<file path="src/rtl/vend_pkg.sv">
// Shared types and item encodings for the vending machine front end and payment logic.
package vend_pkg;

    typedef enum logic {
        IDLE     = 1'b0,
        SELECTED = 1'b1
    } fe_state_t;

    localparam logic [3:0] ITEM1 = 4'b0001;
    localparam logic [3:0] ITEM2 = 4'b0010;
    localparam logic [3:0] ITEM3 = 4'b0100;
    localparam logic [3:0] ITEM4 = 4'b1000;

    localparam int NUM_KEYS = 4;

    // True when exactly one key bit is set.
    function automatic logic is_one_hot4(input logic [3:0] v);
        return (v != 4'b0000) && ((v & (v - 4'd1)) == 4'b0000);
    endfunction

endpackage

</file>
<file path="src/rtl/debounce_edge.sv">
// Two-flop synchroniser, stability counter and rising-edge detect for one raw input.
module debounce_edge #(
    parameter int DEBOUNCE_CYCLES = 4
) (
    input  logic clk,
    input  logic rst_n,
    input  logic raw,
    output logic level,
    output logic rise
);

    localparam int CNT_W = $clog2(DEBOUNCE_CYCLES + 1);

    logic             sync1_q, sync1_d;
    logic             sync2_q, sync2_d;
    logic             level_q, level_d;
    logic             rise_q, rise_d;
    logic [CNT_W-1:0] cnt_q, cnt_d;

    // Count consecutive synced samples that disagree with the accepted level; any agreeing sample clears it.
    always_comb begin
        sync1_d = raw;
        sync2_d = sync1_q;
        level_d = level_q;
        rise_d  = 1'b0;
        cnt_d   = '0;
        if (sync2_q != level_q) begin
            if (cnt_q == CNT_W'(DEBOUNCE_CYCLES - 1)) begin
                level_d = sync2_q;
                rise_d  = sync2_q;
            end else if (cnt_q < CNT_W'(DEBOUNCE_CYCLES)) begin
                cnt_d = cnt_q + 1'b1;
            end else begin
                cnt_d = cnt_q;
            end
        end
    end

    // Synchroniser, counter, level and one-cycle rise pulse registers.
    always_ff @(posedge clk or negedge rst_n) begin
        if (!rst_n) begin
            sync1_q <= 1'b0;
            sync2_q <= 1'b0;
            level_q <= 1'b0;
            rise_q  <= 1'b0;
            cnt_q   <= '0;
        end else begin
            sync1_q <= sync1_d;
            sync2_q <= sync2_d;
            level_q <= level_d;
            rise_q  <= rise_d;
            cnt_q   <= cnt_d;
        end
    end

    assign level = level_q;
    assign rise  = rise_q;

endmodule

</file>
<file path="src/rtl/coin_front_end.sv">
// Coin/key front end: debounces all sensors, tracks item selection and emits coin, reject and refund pulses.
module coin_front_end #(
    parameter int DEBOUNCE_CYCLES = 4,
    parameter int TIMEOUT_CYCLES  = 1024
) (
    input  logic       clk,
    input  logic       rst_n,
    input  logic       raw_five,
    input  logic       raw_ten,
    input  logic [3:0] raw_key,
    input  logic       raw_cancel,
    input  logic       product,
    output logic [3:0] item_no,
    output logic       five_rup,
    output logic       ten_rup,
    output logic       coin_reject,
    output logic       refund_req
);

    import vend_pkg::*;

    localparam int TMO_W = $clog2(TIMEOUT_CYCLES + 1);

    // Input bit order: [0] five, [1] ten, [5:2] keys, [6] cancel.
    logic [6:0] raw_vec;
    logic [6:0] rise_vec;
    logic [6:0] level_unused;

    assign raw_vec = {raw_cancel, raw_key, raw_ten, raw_five};

    for (genvar i = 0; i < 7; i++) begin : g_db
        debounce_edge #(
            .DEBOUNCE_CYCLES(DEBOUNCE_CYCLES)
        ) u_db (
            .clk  (clk),
            .rst_n(rst_n),
            .raw  (raw_vec[i]),
            .level(level_unused[i]),
            .rise (rise_vec[i])
        );
    end

    logic       five_rise, ten_rise, cancel_rise, any_coin, exit_now;
    logic [3:0] key_rise;

    assign five_rise   = rise_vec[0];
    assign ten_rise    = rise_vec[1];
    assign key_rise    = rise_vec[5:2];
    assign cancel_rise = rise_vec[6];
    assign any_coin    = five_rise | ten_rise;

    fe_state_t  state_q, state_d;
    logic [3:0] item_q, item_d;
    logic       credit_q, credit_d;
    logic [TMO_W-1:0] tmo_q, tmo_d;
    logic       five_q, five_d;
    logic       ten_q, ten_d;
    logic       reject_q, reject_d;
    logic       refund_q, refund_d;

    // Next state and registered pulses; exit priority is product, then cancel, then timeout, then coin.
    always_comb begin
        state_d  = state_q;
        item_d   = item_q;
        credit_d = credit_q;
        tmo_d    = tmo_q;
        five_d   = 1'b0;
        ten_d    = 1'b0;
        reject_d = 1'b0;
        refund_d = 1'b0;
        exit_now = 1'b0;
        case (state_q)
            IDLE: begin
                reject_d = any_coin;
                if (is_one_hot4(key_rise)) begin
                    state_d  = SELECTED;
                    item_d   = key_rise;
                    credit_d = 1'b0;
                    tmo_d    = '0;
                end
            end
            SELECTED: begin
                if (product) begin
                    exit_now = 1'b1;
                end else if (cancel_rise || (tmo_q == TMO_W'(TIMEOUT_CYCLES - 1))) begin
                    exit_now = 1'b1;
                    refund_d = credit_q;
                end
                if (exit_now) begin
                    state_d  = IDLE;
                    item_d   = 4'b0000;
                    credit_d = 1'b0;
                    tmo_d    = '0;
                    reject_d = any_coin;
                end else if (five_rise && ten_rise) begin
                    reject_d = 1'b1;
                    if (tmo_q != TMO_W'(TIMEOUT_CYCLES)) tmo_d = tmo_q + 1'b1;
                end else if (any_coin) begin
                    five_d   = five_rise;
                    ten_d    = ten_rise;
                    credit_d = 1'b1;
                    tmo_d    = '0;
                end else begin
                    if (tmo_q != TMO_W'(TIMEOUT_CYCLES)) tmo_d = tmo_q + 1'b1;
                end
            end
            default: begin
                state_d = IDLE;
                item_d  = 4'b0000;
            end
        endcase
    end

    // FSM state, selection, credit flag, timeout counter and output pulse registers.
    always_ff @(posedge clk or negedge rst_n) begin
        if (!rst_n) begin
            state_q  <= IDLE;
            item_q   <= 4'b0000;
            credit_q <= 1'b0;
            tmo_q    <= '0;
            five_q   <= 1'b0;
            ten_q    <= 1'b0;
            reject_q <= 1'b0;
            refund_q <= 1'b0;
        end else begin
            state_q  <= state_d;
            item_q   <= item_d;
            credit_q <= credit_d;
            tmo_q    <= tmo_d;
            five_q   <= five_d;
            ten_q    <= ten_d;
            reject_q <= reject_d;
            refund_q <= refund_d;
        end
    end

    assign item_no     = item_q;
    assign five_rup    = five_q;
    assign ten_rup     = ten_q;
    assign coin_reject = reject_q;
    assign refund_req  = refund_q;

endmodule

</file>
<file path="config.mk">
export PLATFORM = sky130hd
export DESIGN_NAME = coin_front_end
export DESIGN_NICKNAME = d
export VERILOG_FILES = /design/src/rtl/vend_pkg.sv /design/src/rtl/debounce_edge.sv /design/src/rtl/coin_front_end.sv
export SDC_FILE = /design/constraint.sdc
export NUM_CORES = 1
export LEC_CHECK = 0
export CAP_MARGIN = 15
export CORE_ASPECT_RATIO = 1.5
export CORE_MARGIN = 10
export CORE_UTILIZATION = 58
export CTS_BUF_LIST = sky130_fd_sc_hd__clkbuf_4 sky130_fd_sc_hd__clkbuf_8 sky130_fd_sc_hd__clkbuf_16
export DETAILED_ROUTE_END_ITERATION = 10
export PLACE_DENSITY = 0.89
export SYNTH_ARGS = -nofsm -noshare
export SYNTH_HDL_FRONTEND = slang
export SYNTH_HIERARCHICAL = 1
export SYNTH_SLANG_ARGS = --single-unit
</file>
<file path="constraint.sdc">
create_clock -name clk -period 1.9 [get_ports clk]
set_input_delay 0.475 -clock clk [delete_from_list [all_inputs] [get_ports clk]]
set_output_delay 0.475 -clock clk [all_outputs]
set_load 0.005 [all_outputs]
</file>
Word-level counts from Yosys, hierarchy flattened
Cells that the tools add are included.
{"block": "word_totals", "register_bits": 70, "latch_bits": 0, "mem_bits_rw": 0, "rom_bits": 0, "in_bits": 10, "output_inout_bits": 8, "elab_cells": 172, "memories": 0}
{"block": "op_classes", "add_sub_neg": 9, "mul": 0, "div_mod_pow": 0, "order_cmp": 7, "n_eq_ne": 27, "shift": 0, "muxes": 69, "n_bitwise": 3, "reduce_logical": 14}
{"op": "3-bit two-way mux", "n": 21}
{"op": "11-bit two-way mux", "n": 5}
{"op": "1-bit two-way mux", "n": 36}
{"op": "3-bit != test (second input constant)", "n": 8}
{"op": "11-bit case mux with 2 select lines", "n": 1}
{"op": "3-bit by 1-bit adder with 3-bit output (second input constant)", "n": 7}
{"op": "3-bit by 2-bit == test with 1-bit output (second input constant)", "n": 7}
{"op": "3-bit less-than comparator (second input constant)", "n": 7}
{"op": "2-bit AND reduction", "n": 8}
{"op": "11-bit by 1-bit adder with 11-bit output (second input constant)", "n": 1}
{"op": "11-bit by 10-bit == test with 1-bit output (second input constant)", "n": 1}
{"op": "11-bit != test (second input constant)", "n": 1}
{"op": "4-bit two-way mux", "n": 2}
{"op": "4-bit case mux with 2 select lines", "n": 1}
{"op": "1-bit != test", "n": 7}
{"op": "1-bit case mux with 2 select lines", "n": 3}
{"op": "4-bit AND", "n": 1}
{"op": "4-bit zero test", "n": 1}
{"op": "4-bit nonzero test", "n": 1}
{"op": "4-bit by 1-bit subtractor with 4-bit output (second input constant)", "n": 1}
{"op": "3-bit by 2-bit != test with 1-bit output (second input constant)", "n": 1}
{"op": "3-bit AND reduction", "n": 1}
{"op": "1-bit logical AND", "n": 2}
{"op": "2-bit by 1-bit != test with 1-bit output (second input constant)", "n": 1}
{"op": "other kinds (4)", "n": 4}

Logic depth before layout (Yosys ltp)
Gate-level depths: netlist of the first run.
{"block": "depth", "ltp_word": 7, "depth_mapped": 7, "ltp_nobuf": 6}

By module
The synthesis of the first run kept the hierarchy.
{"mod": "debounce_edge", "instances": 7, "cells_per_inst": 19, "area_each_um2": 261.5, "seq_area_each_um2": 175.2}
{"mod": "coin_front_end", "instances": 1, "cells_per_inst": 111, "area_each_um2": 1147.4, "seq_area_each_um2": 525.5}

Least setup slack after synthesis of the first run
OpenSTA, ideal clock, no wires.
{"block": "synth_timing", "kind": "register to register", "from": "register tmo_q[0]", "to": "register state_q", "setup_ps": 124, "arrival_time_ps": 1569, "required_time_ps": 1776, "path_slack_ps": 207, "path_stages_with_launch": 7, "n_path_buf": 2, "synth_period_minus_slack_ps": 1693, "cell_sequence": "dfrtp_1 > ha_1 > nand3_2 > o41a_1 > buf_6 > buf_8 > or2_1"}
{"block": "synth_via", "elab_chain_len": 7}
{"element": "from (decl)", "line": "coin_front_end.sv:55", "text": "logic [TMO_W-1:0] tmo_q, tmo_d;"}
{"element": "from (signal assigned)", "line": "coin_front_end.sv:129", "text": "tmo_q <= tmo_d;"}
{"element": "11-bit by 10-bit == test with 1-bit output", "line": "coin_front_end.sv:85", "text": "end else if (cancel_rise || (tmo_q == TMO_W'(TIMEOUT_CYCLES - 1))) begin"}
{"element": "1-bit logical OR", "line": "coin_front_end.sv:85"}
{"element": "1-bit two-way mux", "line": "coin_front_end.sv:85"}
{"element": "1-bit two-way mux", "line": "coin_front_end.sv:83", "text": "if (product) begin"}
{"element": "1-bit two-way mux", "line": "coin_front_end.sv:72", "text": "case (state_q)"}
{"element": "1-bit two-way mux", "line": "coin_front_end.sv:89", "text": "if (exit_now) begin"}
{"element": "1-bit case mux with 2 select lines", "line": "coin_front_end.sv:72"}
{"element": "net state_d", "line": "coin_front_end.sv:52", "text": "fe_state_t state_q, state_d;"}
{"element": "to (signal assigned)", "line": "coin_front_end.sv:126", "text": "state_q <= state_d;"}
{"element": "to (decl)", "line": "coin_front_end.sv:52"}
The timed path passes the listed nets, and every way through them passes these cells. The select of a mux whose other input is x is not followed.
A chain may end at the register's enable or synchronous reset.

Final worst setup path of the first run
{"block": "layout_timing", "from": "register tmo_q[0]", "to": "register item_q[2], in the netlist item_no[2]"}
{"block": "layout_via", "elab_chain_len": 7}
{"element": "11-bit by 10-bit == test with 1-bit output", "line": "coin_front_end.sv:85"}
{"element": "1-bit logical OR", "line": "coin_front_end.sv:85"}
{"element": "1-bit two-way mux", "line": "coin_front_end.sv:85"}
{"element": "1-bit two-way mux", "line": "coin_front_end.sv:83"}
{"element": "1-bit two-way mux", "line": "coin_front_end.sv:72"}
{"element": "2-bit by 1-bit != test with 1-bit output (no line)"}
{"element": "2-bit AND reduction (no line)"}
{"element": "to (signal assigned)", "line": "coin_front_end.sv:127", "text": "item_q <= item_d;"}
{"element": "to (decl)", "line": "coin_front_end.sv:53", "text": "logic [3:0] item_q, item_d;"}
Every way passes these cells. The select of a mux whose other input is x is not followed.

==> flow_metrics.env, run 1 <==
export IMPL_grt_pass1_wl_mm=9.47
export IMPL_synth_cells=244
export IMPL_path_class="register to register"
export IMPL_maxCapViolCount=0
export IMPL_dieArea_mm2=0.00846
export IMPL_p_sw_mw=1.34
export IMPL_startpoint_type="register"
export IMPL_wl_per_cell_um=15.8
export IMPL_finalPower_mw=4.50
export IMPL_fin_skew_ns=0.00715
export IMPL_synth_fa_ha_area_share_pct=4.12
export IMPL_final_common_cell="dfrtp_1"
export IMPL_num_rows=31
export IMPL_worstPathArrival_ns=2.04
export IMPL_vias_per_cell=5.80
export IMPL_antenna_found_initial=0
export IMPL_hpwl_mm=3.84
export IMPL_synth_top_family_by_area="simple AND/OR/NAND/NOR gates"
export IMPL_worstPathBufferInverterCount=1
export IMPL_hold_class="input pin to async pin"
export IMPL_diodes=0
export IMPL_cts_sinks=70
export IMPL_grt_pass1_vias=2119
export IMPL_power_frac_seq_pct=44.3
export IMPL_port_buffers=17
export IMPL_syn_area_per_cell_um2=12.2
export IMPL_htreeDepth=3
export IMPL_cp_cell_sequence="ha_4 -> nand3_2 -> o41a_1 -> buf_12 -> a31o_4 -> a22o_1"
export IMPL_worstSetupEndpointType="register"
export IMPL_setup_viol=0
export IMPL_max_stage_delay_ns=0.46
export IMPL_comb_power_share_pct=26.5
export IMPL_max_slew_margin_pct=62.3
export IMPL_initial_core_util_pct=60.9
export IMPL_ant_nets=0
export IMPL_synth_edf_count=0
export IMPL_finalHoldViolations=0
export IMPL_ir_drop_mv=0.857
export IMPL_routed_wl_mm=5.58
export IMPL_period_minus_slack_ns=1.82
export IMPL_cts_path_max_buffers=2
export IMPL_status="finished clean"
export IMPL_power_internal_mw=3.16
export IMPL_holdWs_ns=0.126
export IMPL_ctsHoldBuffers=0
export IMPL_vias=2053
export IMPL_slowest_stage="o41a_1"
export IMPL_die_y_um=108
export IMPL_p_clk_share_pct=29.2
export IMPL_pin_count=18
export IMPL_drt_pass1_iterations=4
export IMPL_ys_types=45
export IMPL_drc_errors=0
export IMPL_cp_top_family="compound AO/OA/AOI/OAI gates"
export IMPL_synth_mux_area_fraction_pct=2.65
export IMPL_cts_clk_slew_worst_paths_ns=0.07
export IMPL_core_area_mm2=0.00489
export IMPL_drtIter0Drc=139
export IMPL_syn_to_final_growth_pct=20.6
export IMPL_globalplace_congestion=0.828
export IMPL_synth_seq_area_share_pct=58.8
export IMPL_numCtsBuffers=9
export IMPL_synthesis_nets=263
export IMPL_synth_warnings=6
export IMPL_stdcell_count=354
export IMPL_cp_max_fo=12
export IMPL_grt_max_degree=27
export IMPL_max_freq_ghz=0.550
export IMPL_root_buffer="clkbuf_8"
export IMPL_synth_seq_cells=70
export IMPL_p_leak_nw=1.64
export IMPL_clock_latency_ns=0.33
export IMPL_min_period_over_period_pct=95.6
export IMPL_dp_cells=335
export IMPL_tightest_slew_ns=0.565
export IMPL_synth_simple_area_share_pct=19.5
export IMPL_drv_slew=0
export IMPL_p_per_area_mw_per_mm2=1250
export IMPL_grt_usage_pct=14.0
export IMPL_die_w_um=78.5
export IMPL_layout_common_cells="dfrtp_1, nand2_1, clkdlybuf4s50_1"
export IMPL_synth_flop_cell="dfrtp_1"
export IMPL_required_ns=2.12
export IMPL_drive_above_1_share_pct=14.2
export IMPL_cts_tree="yes"
export IMPL_async_flop_share_pct=100
export IMPL_synth_xor_area_share_pct=2.94
export IMPL_nNetsFinal=302
export IMPL_syn_cell_area_mm2=0.00298
export IMPL_rsz0062_at_grt="no"
export IMPL_synth_compound_area_share_pct=9.87
export IMPL_switching_share_pct=29.7
export IMPL_grt_overflow=0
==> power by group through the flow <==
stage	Sequential, mW	Combinational (mW)	Clock (mW)
2_1_floorplan	1.96	0.794	0
3_3_place_gp	1.98	1.06	0
3_5_place_dp	2.01	1.14	0
4_1_cts	1.98	1.15	1.34
5_1_grt	2.03	1.34	1.40
6_report	1.99	1.19	1.32
==> sequential cells by signal, indices dropped and copies added, names as in the netlist, 4 cells and up <==
name               cells
g_db.u_db/cnt_q       21
g_db.u_db/level        7
g_db.u_db/rise         7
g_db.u_db/sync1_q      7
g_db.u_db/sync2_q      7
item_no                4
tmo_q                 11
==> timing repair <==
action / 4_1_cts / 5_1_grt
setup endpoints to repair: 0 / 9
endpoints found under the hold margin: 0 / 0
setup buffers: 0 / 3
resized for setup: 0 / 5
==> stage by stage <==
step | setup TNS [ns] | utilization [%] | area [µm²] | worst slack, ns
after floorplan | 0 | - | 2980 | 0.207
after global placement | -0.197 | 67.9 | 3320 | -0.0407
after detailed placement | -2.60 | 67.9 | 3320 | -0.234
after CTS | 0 | 72.5 | 3540 | 0.00574
after global routing | 0 | 73.5 | 3590 | 0.0181
final | 0 | 73.5 | 3590 | 0.0831
==> path summary, 6_finish.rpt <==
path                                 startpoint               endpoint  slack, ns  cells after the start
setup / recovery                       tmo_q[0]             item_no[2]       0.08                      6
hold / removal                            rst_n  g_db[4].u_db/cnt_q[0]       0.13                      1
setup reg to reg                       tmo_q[0]             item_no[2]       0.08                      6
hold reg to reg            g_db[4].u_db/sync1_q   g_db[4].u_db/sync2_q       0.35                      0
max in group asynchronous                 rst_n   g_db[0].u_db/sync2_q       1.24                      2
min in group clk           g_db[4].u_db/sync1_q   g_db[4].u_db/sync2_q       0.35                      0
==> per-layer routing <==
| metal | wire length (µm) | global-route usage [%] | up-vias |
|---|---|---|---|
| met5 | 0 | 0 | - |
| met4 | 120 | 8.87 | 0 |
| met3 | 207 | 3.68 | 8 |
| met2 | 3080 | 24.9 | 43 |
| met1 | 2170 | 14.1 | 1025 |
| li1 | - | - | 977 |
==> cell type report <==
| cell class | count | area, µm² |
|---|---|---|
| sequential | 70 | 1750 |
| fill | 326 | 1290 |
| multi-input combinational | 163 | 1190 |
| timing repair buffer | 33 | 323 |
| clock buffer | 10 | 138 |
| clock inverter | 6 | 85.1 |
| tap | 66 | 82.6 |
| inverter | 6 | 22.5 |
==> synth_stat cells (2+ instances only) <==
cell type	count	area, µm²
mux2_1	7	78.8
nand3_1	6	30.0
a31oi_1	11	68.8
ha_1	9	113
dfrtp_1	70	1750
nor3_1	2	10.0
or3b_1	7	61.3
and4_1	2	17.5
inv_1	6	22.5
o221ai_1	2	17.5
and3b_1	7	61.3
xnor2_1	10	87.6
a41oi_1	2	17.5
nor2_1	4	15.0
nand4_1	7	43.8
or3_1	8	50.1
nor3b_1	3	22.5
nand2_1	20	75.1
nor2b_1	15	93.8
buf_2	3	15.0
nor4b_1	3	26.3
a22o_1	4	35.0
a21oi_1	14	70.1
==> cell families (layout without fill, tap and decap cells) <==
kind of cell / Yosys count / in the layout
and+or+nand+nor: 93 / 93
DFF: 70 / 70
AOI/OAI and AO/OA: 43 / 43
buffers and inverters: 11 / 55
adders and majority gates: 10 / 10
xor gates and xnor gates: 10 / 10
muxes: 7 / 7
(Power assumes the default switching activity.)
==> run 2, diff against run 1 <==
CORE_UTILIZATION = 30   (was 58)
PLACE_DENSITY = 0.57   (was 0.89)
==> run 2 against run 1 <==
Critical path depth did not move. Clock skew is 0.0023 ns lower. Utilization is 35 points lower. Sequential power hardly changed. Die area up 70%. Critical path type unchanged. First-iteration DRC count is 4.3% higher. Sequential cell count unchanged. Power grew 3.8%. Wire length down 2.7%. Critical endpoint is now item_no[1]. Sequential share of layout area down 1.3 points. Worst hold slack better by 0.00071 ns. Global-route usage decreased by 5.7 points.
==> flow_metrics.env, run 2 (same netlist as run 1, synthesis figures left out) <==
export IMPL_status="finished clean"
export IMPL_rsz0062_at_grt="no"
export IMPL_cts_path_max_buffers=2
export IMPL_max_stage_delay_ns=0.38
export IMPL_tightest_slew_ns=0.543
export IMPL_port_buffers=17
export IMPL_grt_pass1_wl_mm=9.56
export IMPL_post_cts_buffers=0
export IMPL_utilization_pct=38.1
export IMPL_hpwl_mm=3.89
export IMPL_cts_clk_slew_worst_paths_ns=0.06
export IMPL_ir_drop_mv=0.528
export IMPL_setup_ws_ns=0.108
export IMPL_grt_pass1_vias=2091
export IMPL_cp_cell_sequence="ha_1 -> nand3_2 -> o41a_1 -> buf_12 -> a31o_1 -> a22o_1"
export IMPL_diodes=0
export IMPL_drv_slew=0
export IMPL_core_area_mm2=0.00969
export IMPL_die_w_um=101
export IMPL_tns_ns=0
export IMPL_worstPathArrival_ns=2.01
export IMPL_drive_above_1_share_pct=13.2
export IMPL_p_leak_nw=1.66
export IMPL_max_freq_ghz=0.558
export IMPL_setup_viol=0
export IMPL_drt_pass1_iterations=4
export IMPL_grt_max_degree=27
export IMPL_die_y_um=142
export IMPL_nNetsFinal=301
export IMPL_dp_slack_ns=-0.0792
export IMPL_startpoint_type="register"
export IMPL_htreeDepth=3
export IMPL_vias=1994
export IMPL_maxCapViolCount=0
export IMPL_largest_register_ffs=21
export IMPL_r2r_start="tmo_q[0]"
export IMPL_pin_count=18
export IMPL_fin_skew_ns=0.00482
export IMPL_period_minus_slack_ns=1.79
export IMPL_ant_nets=0
export IMPL_dieArea_mm2=0.0144
export IMPL_path_class="register to register"
export IMPL_clock_latency_ns=0.33
export IMPL_root_buffer="clkbuf_16"
export IMPL_globalplace_congestion=0.841
export IMPL_grt_usage_pct=8.29
export IMPL_n_fill_cell=965
export IMPL_hold_class="input pin to async pin"
export IMPL_numCtsBuffers=9
export IMPL_startpoint="tmo_q[0]"
export IMPL_required_ns=2.12
export IMPL_finalPower_mw=4.67
export IMPL_max_slew_margin_pct=63.8
export IMPL_antenna_found_initial=0
export IMPL_drtIter0Drc=145
export IMPL_vias_per_cell=4.96
export IMPL_layout_common_cells="dfrtp_1, nand2_1, clkdlybuf4s50_1"
export IMPL_grt_overflow=0
export IMPL_finalHoldViolations=0
export IMPL_final_common_cell="dfrtp_1"
export IMPL_ctsHoldBuffers=0
export IMPL_drc_errors=0
export IMPL_regMostFlops="g_db.u_db/cnt_q"
export IMPL_cts_tree="yes"
export IMPL_syn_to_final_growth_pct=23.8
export IMPL_initial_core_util_pct=30.7
export IMPL_largestRegisters="g_db.u_db/cnt_q (21), tmo_q (11)"
export IMPL_p_per_area_mw_per_mm2=1270
export IMPL_cts_sinks=70
export IMPL_num_rows=44
export IMPL_slowest_stage="o41a_1"
export IMPL_routed_wl_mm=5.43
export IMPL_wl_per_cell_um=13.5
export IMPL_min_period_over_period_pct=94.3
export IMPL_cp_max_fo=20
export IMPL_worstSetupEndpointType="register"
[run 2: cell types whose count changed in the layout (fill, tap and decap cells not counted), moves of 2 or more]
cell       previous run  this run
bufinv_16             2         0
clkbuf_16             0         9
clkbuf_8             10         1
clkinv_4              0         2
[run 2: area by class of cell]
cell class	count	area, µm²	area share, %
timing repair buffer	32	315	8.55
multi-input combinational	163	1170	31.7
inverter	6	22.5	0.611
clock inverter	6	46.3	1.26
clock buffer	10	239	6.48
tap	115	144	3.90
sequential	70	1750	47.5
[run 2: report_power, final]
group / switching, mW / internal [mW] / total (mW)
clock network: 0.629 / 0.924 / 1.55
logic: 0.558 / 0.595 / 1.15
registers: 0.194 / 1.77 / 1.97
[run 2: critical path, delay by kind of cell, from the launching register on]
kind / cells / cell delay [ns]
fa+ha+maj: 1 / 0.20
flops: 1 / 0.36
buf+inv: 1 / 0.17
simple gates: 1 / 0.14
compound gates: 3 / 0.81
[run 2: final timing paths]
kind | to | slack (ns) | depth (start not counted)
setup / recovery | item_no[1] | 0.11 | 6
hold / removal | g_db[2].u_db/sync2_q | 0.13 | 1
setup reg to reg | item_no[1] | 0.11 | 6
hold reg to reg | g_db[0].u_db/sync2_q | 0.35 | 0
max in group asynchronous | g_db[6].u_db/sync2_q | 1.25 | 2
min in group clk | g_db[0].u_db/sync2_q | 0.35 | 0
[run 2: stage by stage]
stage | std cells | hold WS, ns | area (µm²)
2_1_floorplan | 244 | 0.179 | 2980
3_3_place_gp | 386 | 0.333 | 3400
3_5_place_dp | 386 | 0.336 | 3400
4_1_cts | 402 | 0.141 | 3680
5_1_grt | 402 | 0.156 | 3690
6_report | 402 | 0.127 | 3690
[run 2: per-layer routing]
layer / global-route usage, % / share of wire (%) / routed length [µm] / up-vias
met3: 2.92 / 2.8 / 151 / 9
li1: - / - / - / 970
met5: 0 / 0 / 0 / -
met4: 4.86 / 2.7 / 144 / 0
met1: 8.65 / 42 / 2290 / 992
met2: 13.9 / 52 / 2840 / 23
[run 2: timing repair]
item,CTS,global route
setup endpoints to repair,1,2
hold endpoints to repair,0,0
gates cloned,0,0
resized for setup,0,1
pin swaps,1,0
==> RTL change 1 (flow settings as in run 2) <==
`DEBOUNCE_CYCLES` is set to 4 in 2 places; all go to 2.
--- a/src/rtl/debounce_edge.sv
+++ b/src/rtl/debounce_edge.sv
@@ -1,6 +1,6 @@
 // Two-flop synchroniser, stability counter and rising-edge detect for one raw input.
 module debounce_edge #(
-    parameter int DEBOUNCE_CYCLES = 4
+    parameter int DEBOUNCE_CYCLES = 2
 ) (
     input  logic clk,
     input  logic rst_n,
--- a/src/rtl/coin_front_end.sv
+++ b/src/rtl/coin_front_end.sv
@@ -1,6 +1,6 @@
 // Coin/key front end: debounces all sensors, tracks item selection and emits coin, reject and refund pulses.
 module coin_front_end #(
-    parameter int DEBOUNCE_CYCLES = 4,
+    parameter int DEBOUNCE_CYCLES = 2,
     parameter int TIMEOUT_CYCLES  = 1024
 ) (
     input  logic       clk,
Check against the original RTL: not equivalent (Yosys sat finds a counterexample within 10 cycles, from zero or initial values and one cycle with rst_n low).
==> RTL change 1 against run 2 <==
  * Synthesized area is 9.7% lower
  * Power grew 5.0%
  * Sequential share of layout area is 1.4 points lower
  * Worst setup slack improved by 0.043 ns
  * Routed wire length down 15%
  * Sequential cell count fell by 7
  * Design area fell by 7.2%
  * Largest power group is now the clock network
==> RTL change 1: results (changes against run 2) <==
- The part of the Yosys area used for sequential elements was 58.63% (-0.19 points).
- The family with the most delay on the worst path is compound AO/OA/AOI/OAI gates.
- The largest net degree at the start of global routing came to 64 (+140%).
- The worst clock skew is 0.006172 ns (+0.001352 ns).
- The count of nets after finishing is 248 (-18%).
- The final RePlAce weighted congestion was 0.7523 (-11%).
- The number of vias in the routed layout is 1644 (-18%).
- The pre-CTS setup slack is -0.07848 ns (+0.0006874 ns).
- The flop-to-flop setup slack is 0.15 ns (+0.04 ns).
- The largest registers in the layout are g_db.u_db/cnt_q x14, tmo_q x11.
- The proportion of layout cells with a drive suffix above 1 came to 26.56% (+13 points).
- The maximum fanout along the worst path is 9 (-55%).
- The transition time of the tightest slew-check pin is 0.4092 ns (-0.1339 ns).
- The static leakage came to 1.516 nW (-8.7%).
- In the post-synthesis netlist, the biggest area contributors are sky130_fd_sc_hd__dfrtp_1 (59%), sky130_fd_sc_hd__mux2_4 (3.9%), sky130_fd_sc_hd__nor2b_4 (3.6%).
- The area after detailed placement is 0.003045 sq mm (-10%).
- The longest individual stage delay on the worst path is 0.40 ns (+0.02 ns).
- The flow ran to the end, and the final reports show no timing, DRC or antenna violations.
- The via count of the first global-routing pass is 1700 (-19%).
- The diode insertion count for antenna repair is 0 (unchanged).
- The total wire length after detailed routing came to 4620 microns (-15%).
- The starting DRC count in detailed routing is 83 (-43%).
- The wire length of the first global-routing pass is 7872 microns (-18%).
- The buffers inserted during post-CTS setup optimization was 0 (unchanged).
- The worst vdd rail ir drop is 0.0006277 V (+19%).
- The net count after synthesis was 214 (-19%).
- After synthesis, the most frequently instantiated cells are sky130_fd_sc_hd__dfrtp_1 (63), sky130_fd_sc_hd__a31oi_1 (11), sky130_fd_sc_hd__xnor2_1 (10).
- The estimated wirelength of the detail-placed design is 3107 microns (-20%).
- The number of library cell types mapped by synthesis is 47 (+4.4%).
- The number of fillers in the final layout is 821 (-15%).
- The slowest cell on the critical path is sky130_fd_sc_hd__dfrtp_1.
- The global-route usage over all layers is 7.389% (-0.90 points).
- The worst register-to-register path ends at item_no[0].
RTL change 1: cell families after synthesis:
logic type      Yosys count  synth area share (%)
flops                    63                 58.63
mux                       7                 3.909
buf+inv                  11                 2.373
fa+ha+maj                 3                 1.303
compound gates           29                 8.330
xor+xnor                 17                 5.537
simple gates             72                 19.92
RTL change 1: area by class of cell:
class	count	area [sq um]	share of cell area [%]
well taps	110	137.6	4.023
clock inverters	2	60.06	1.756
multi-input cells	128	1076	31.46
inverters	6	22.52	0.6584
clock buffers	14	287.8	8.413
repair buffers	28	260.3	7.608
flip-flops and latches	63	1577	46.09
RTL change 1: metrics by stage:
step	setup TNS, ns	total power (W)	utilization [%]	std cells	hold slack [ns]
after global placement	-0.1608	0.003031	34.70	335	0.3337
after floorplan	0	0.002689	-	202	0.1794
after CTS	0	0.004934	38.69	351	0.1716
after global routing	0	0.005201	38.98	351	0.1840
final	0	0.004904	38.98	351	0.1409
after detailed placement	-0.4224	0.003055	34.70	335	0.3364
RTL change 1: worst reg2reg max path: cells and delay by family, from the launching register on:
family                   cells  cell delay (ns)
AO/OA/AOI/OAI                3             0.76
adder cells (fa/ha/maj)      1             0.17
buffers and inverters        1             0.18
flip-flops                   1             0.40
AND/OR/NAND/NOR              1             0.11
RTL change 1: worst max-delay path by stage:
stage | startpoint | depth (start not counted) | end | slack, ns
6_report | tmo_q[0] | 6 | item_no[0] | 0.15
5_1_grt | tmo_q[0] | 6 | item_no[2] | 0.06
4_1_cts | tmo_q[0] | 6 | item_no[1] | 0.006
3_5_place_dp | product | 6 | item_no[2] | -0.08
3_3_place_gp | product | 6 | item_no[3] | -0.04
2_1_floorplan | tmo_q[0] | 6 | state_q | 0.21
RTL change 1: timing repair:
action,4_1_cts,5_1_grt
endpoints found under the setup margin,4,9
gates resized for setup,1,3
hold buffers,0,0
cloned,0,0
pin swaps,0,1
RTL change 1: per-layer routing:
layer | global-route usage, % | routed length (microns) | up-vias
met5 | 0 | 0 | -
met3 | 2.846 | 219 | 6
met2 | 11.92 | 2252 | 24
li1 | - | - | 801
met4 | 4.862 | 109 | 0
met1 | 7.944 | 2038 | 813
RTL change 1: power breakdown:
| group | internal, W | switching (W) |
|---|---|---|
| Clock | 0.00130 | 0.000530 |
| Sequential | 0.00162 | 0.000216 |
| Combinational | 0.000718 | 0.000518 |
| Total | 0.00364 | 0.00126 |
==> RTL change 2 (config.mk and constraints of run 2) <==
Made on the original files. Make the reset (`rst_n`) synchronous in 2 clocked blocks.
--- a/src/rtl/debounce_edge.sv
+++ b/src/rtl/debounce_edge.sv
@@ -37,7 +37,7 @@
     end
 
     // Synchroniser, counter, level and one-cycle rise pulse registers.
-    always_ff @(posedge clk or negedge rst_n) begin
+    always_ff @(posedge clk) begin
         if (!rst_n) begin
             sync1_q <= 1'b0;
             sync2_q <= 1'b0;
--- a/src/rtl/coin_front_end.sv
+++ b/src/rtl/coin_front_end.sv
@@ -112,7 +112,7 @@
     end
 
     // FSM state, selection, credit flag, timeout counter and output pulse registers.
-    always_ff @(posedge clk or negedge rst_n) begin
+    always_ff @(posedge clk) begin
         if (!rst_n) begin
             state_q  <= IDLE;
             item_q   <= 4'b0000;
Function: differs if rst_n is asserted again (counterexample within 10 cycles, from zero or initial values and one cycle with rst_n low); with rst_n held inactive, the same outputs for 10 cycles.
==> RTL change 2 against run 2 <==
  * Design area down 0.27%
  * Synthesized area down 4.7%
  * Final cell count up 6.7%
  * First-iteration DRC count down 40%
  * Worst setup slack better by 0.032 ns
  * Clock skew up 0.0013 ns
  * Sequential cell count unchanged
  * Utilization up 1.7 points
  * Non-clock buffer count up 6
  * Routed wire length down 4.0%
  * Largest cell class unchanged
Power is not compared: it rests on default switching activity, and its combinational part moved more than twofold at a synthesized area within 25%.
==> RTL change 2: results (changes against run 2) <==
- The pre-CTS setup slack is -0.1503 ns (-0.07110 ns).
- The clock period minus final worst setup slack is 1.760 ns (-0.03228 ns).
- The global-route met3 utilization came to 3.441% (+0.52 points).
- The worst clock skew came to 0.006162 ns (+0.001341 ns).
- The worst hold path depth is 1.
- The startpoint of the worst register-to-register path is tmo_q[1].
- The starting DRC count in detailed routing is 87 (-40%).
- The commonest cells after synthesis are sky130_fd_sc_hd__dfxtp_1 (70), sky130_fd_sc_hd__nor3_1 (17), sky130_fd_sc_hd__ha_1 (16).
- The run finished with clean final reports.
- The final non-filler cell total came to 429 (+6.7%).
- The kind of path behind the tightest hold check is reg -> reg.
- The estimated wirelength of the detail-placed design came to 3870 microns (-0.51%).
- The async set-or-reset flop fraction in the synthesized netlist is 0% (-100 points).
- The detail-routed via count per cell is 4.851 (-2.2%).
- The minimum hold slack is 0.4340 ns (+0.3070 ns).
- The wire length on met2 is 2481 microns (-13%).
- The post-detailed-route wirelength per cell is 12.15 microns (-10%).
- The transition time of the tightest slew-check pin was 0.2783 ns (-0.2647 ns).
- The number of placed instances, taps included is 413 (+7.0%).
- The via count of the first global-routing pass is 2054 (-1.8%).
- The area after detailed placement was 0.003299 sq mm (-2.8%).
- The global routing met1 resource utilization is 8.830% (+0.18 points).
- Ranked by total cell area, the synthesized netlist is headed by sky130_fd_sc_hd__dfxtp_1 (49%), sky130_fd_sc_hd__ha_1 (7.1%), sky130_fd_sc_hd__mux2i_1 (4.9%).
- The count of nets after finishing is 338 (+12%).
- The maximum fanout along the worst path is 6 (-70%).
- The flop-to-flop setup slack came to 0.14 ns (+0.03 ns).
- The deepest level of the CTS H-tree is 3 (unchanged).
- The average size of a mapped cell is 10.75 sq um (-12%).
- The number of library cell types mapped by synthesis is 43 (-4.4%).
- The met2 capacity usage during global routing is 12.24% (-1.7 points).
- The wire length of the first global-routing pass is 9135 microns (-4.4%).
- For this run, the leading register cell type out of synthesis is sky130_fd_sc_hd__dfxtp_1.
- The start point of the critical path is tmo_q[1].
- The net count after synthesis came to 290 (+10%).
- The global-route usage over all layers was 7.969% (-0.32 points).
- The met1 wire length was 2262 microns (-1.4%).
- The final RePlAce weighted congestion is 0.8800 (+4.6%).
RTL change 2: changes by cell type in the layout (fill, tap and decap cells not counted), moves of 14 or more:
cell / before / now
sky130_fd_sc_hd__dfxtp_1: 0 / 69
sky130_fd_sc_hd__dfrtp_1: 70 / 0
sky130_fd_sc_hd__nor3_1: 2 / 17
sky130_fd_sc_hd__and2_1: 0 / 15
sky130_fd_sc_hd__mux2i_1: 0 / 14
RTL change 2: power breakdown:
part           total (W)  internal, W  leakage, nW  switching [W]
registers        0.00150      0.00149        0.568     0.00000918
logic          0.0000835    0.0000443        0.702      0.0000392
clock network    0.00206      0.00145        0.179       0.000611
RTL change 2: layout make-up:
class | instances | area (sq um)
fill | 918 | 5577
sequential | 70 | 1403
multi-input combinational | 180 | 1386
timing repair buffer | 38 | 327.8
clock buffer | 10 | 239.0
tap | 112 | 140.1
clock inverter | 6 | 132.6
inverter | 13 | 48.80
RTL change 2: kinds of logic after synthesis:
logic type	share of synthesized area (%)
xor+xnor	5.553
compound gates	9.519
fa+ha+maj	7.051
mux	5.465
simple gates	20.93
flops	49.36
buf+inv	2.116
RTL change 2: critical path: stages, from the launching register on:
cell and delay (ns):
sky130_fd_sc_hd__dfxtp_1 0.33, sky130_fd_sc_hd__ha_2 0.20, sky130_fd_sc_hd__nand3_2 0.09, sky130_fd_sc_hd__or4_4 0.49, sky130_fd_sc_hd__a22oi_4 0.23, sky130_fd_sc_hd__nor2_2 0.07
sky130_fd_sc_hd__a22o_1 0.23
RTL change 2: timing repair:
item / CTS / global route
resized for setup: 0 / 2
endpoints found under the setup margin: 0 / 10
hold endpoints to repair: 0 / 0
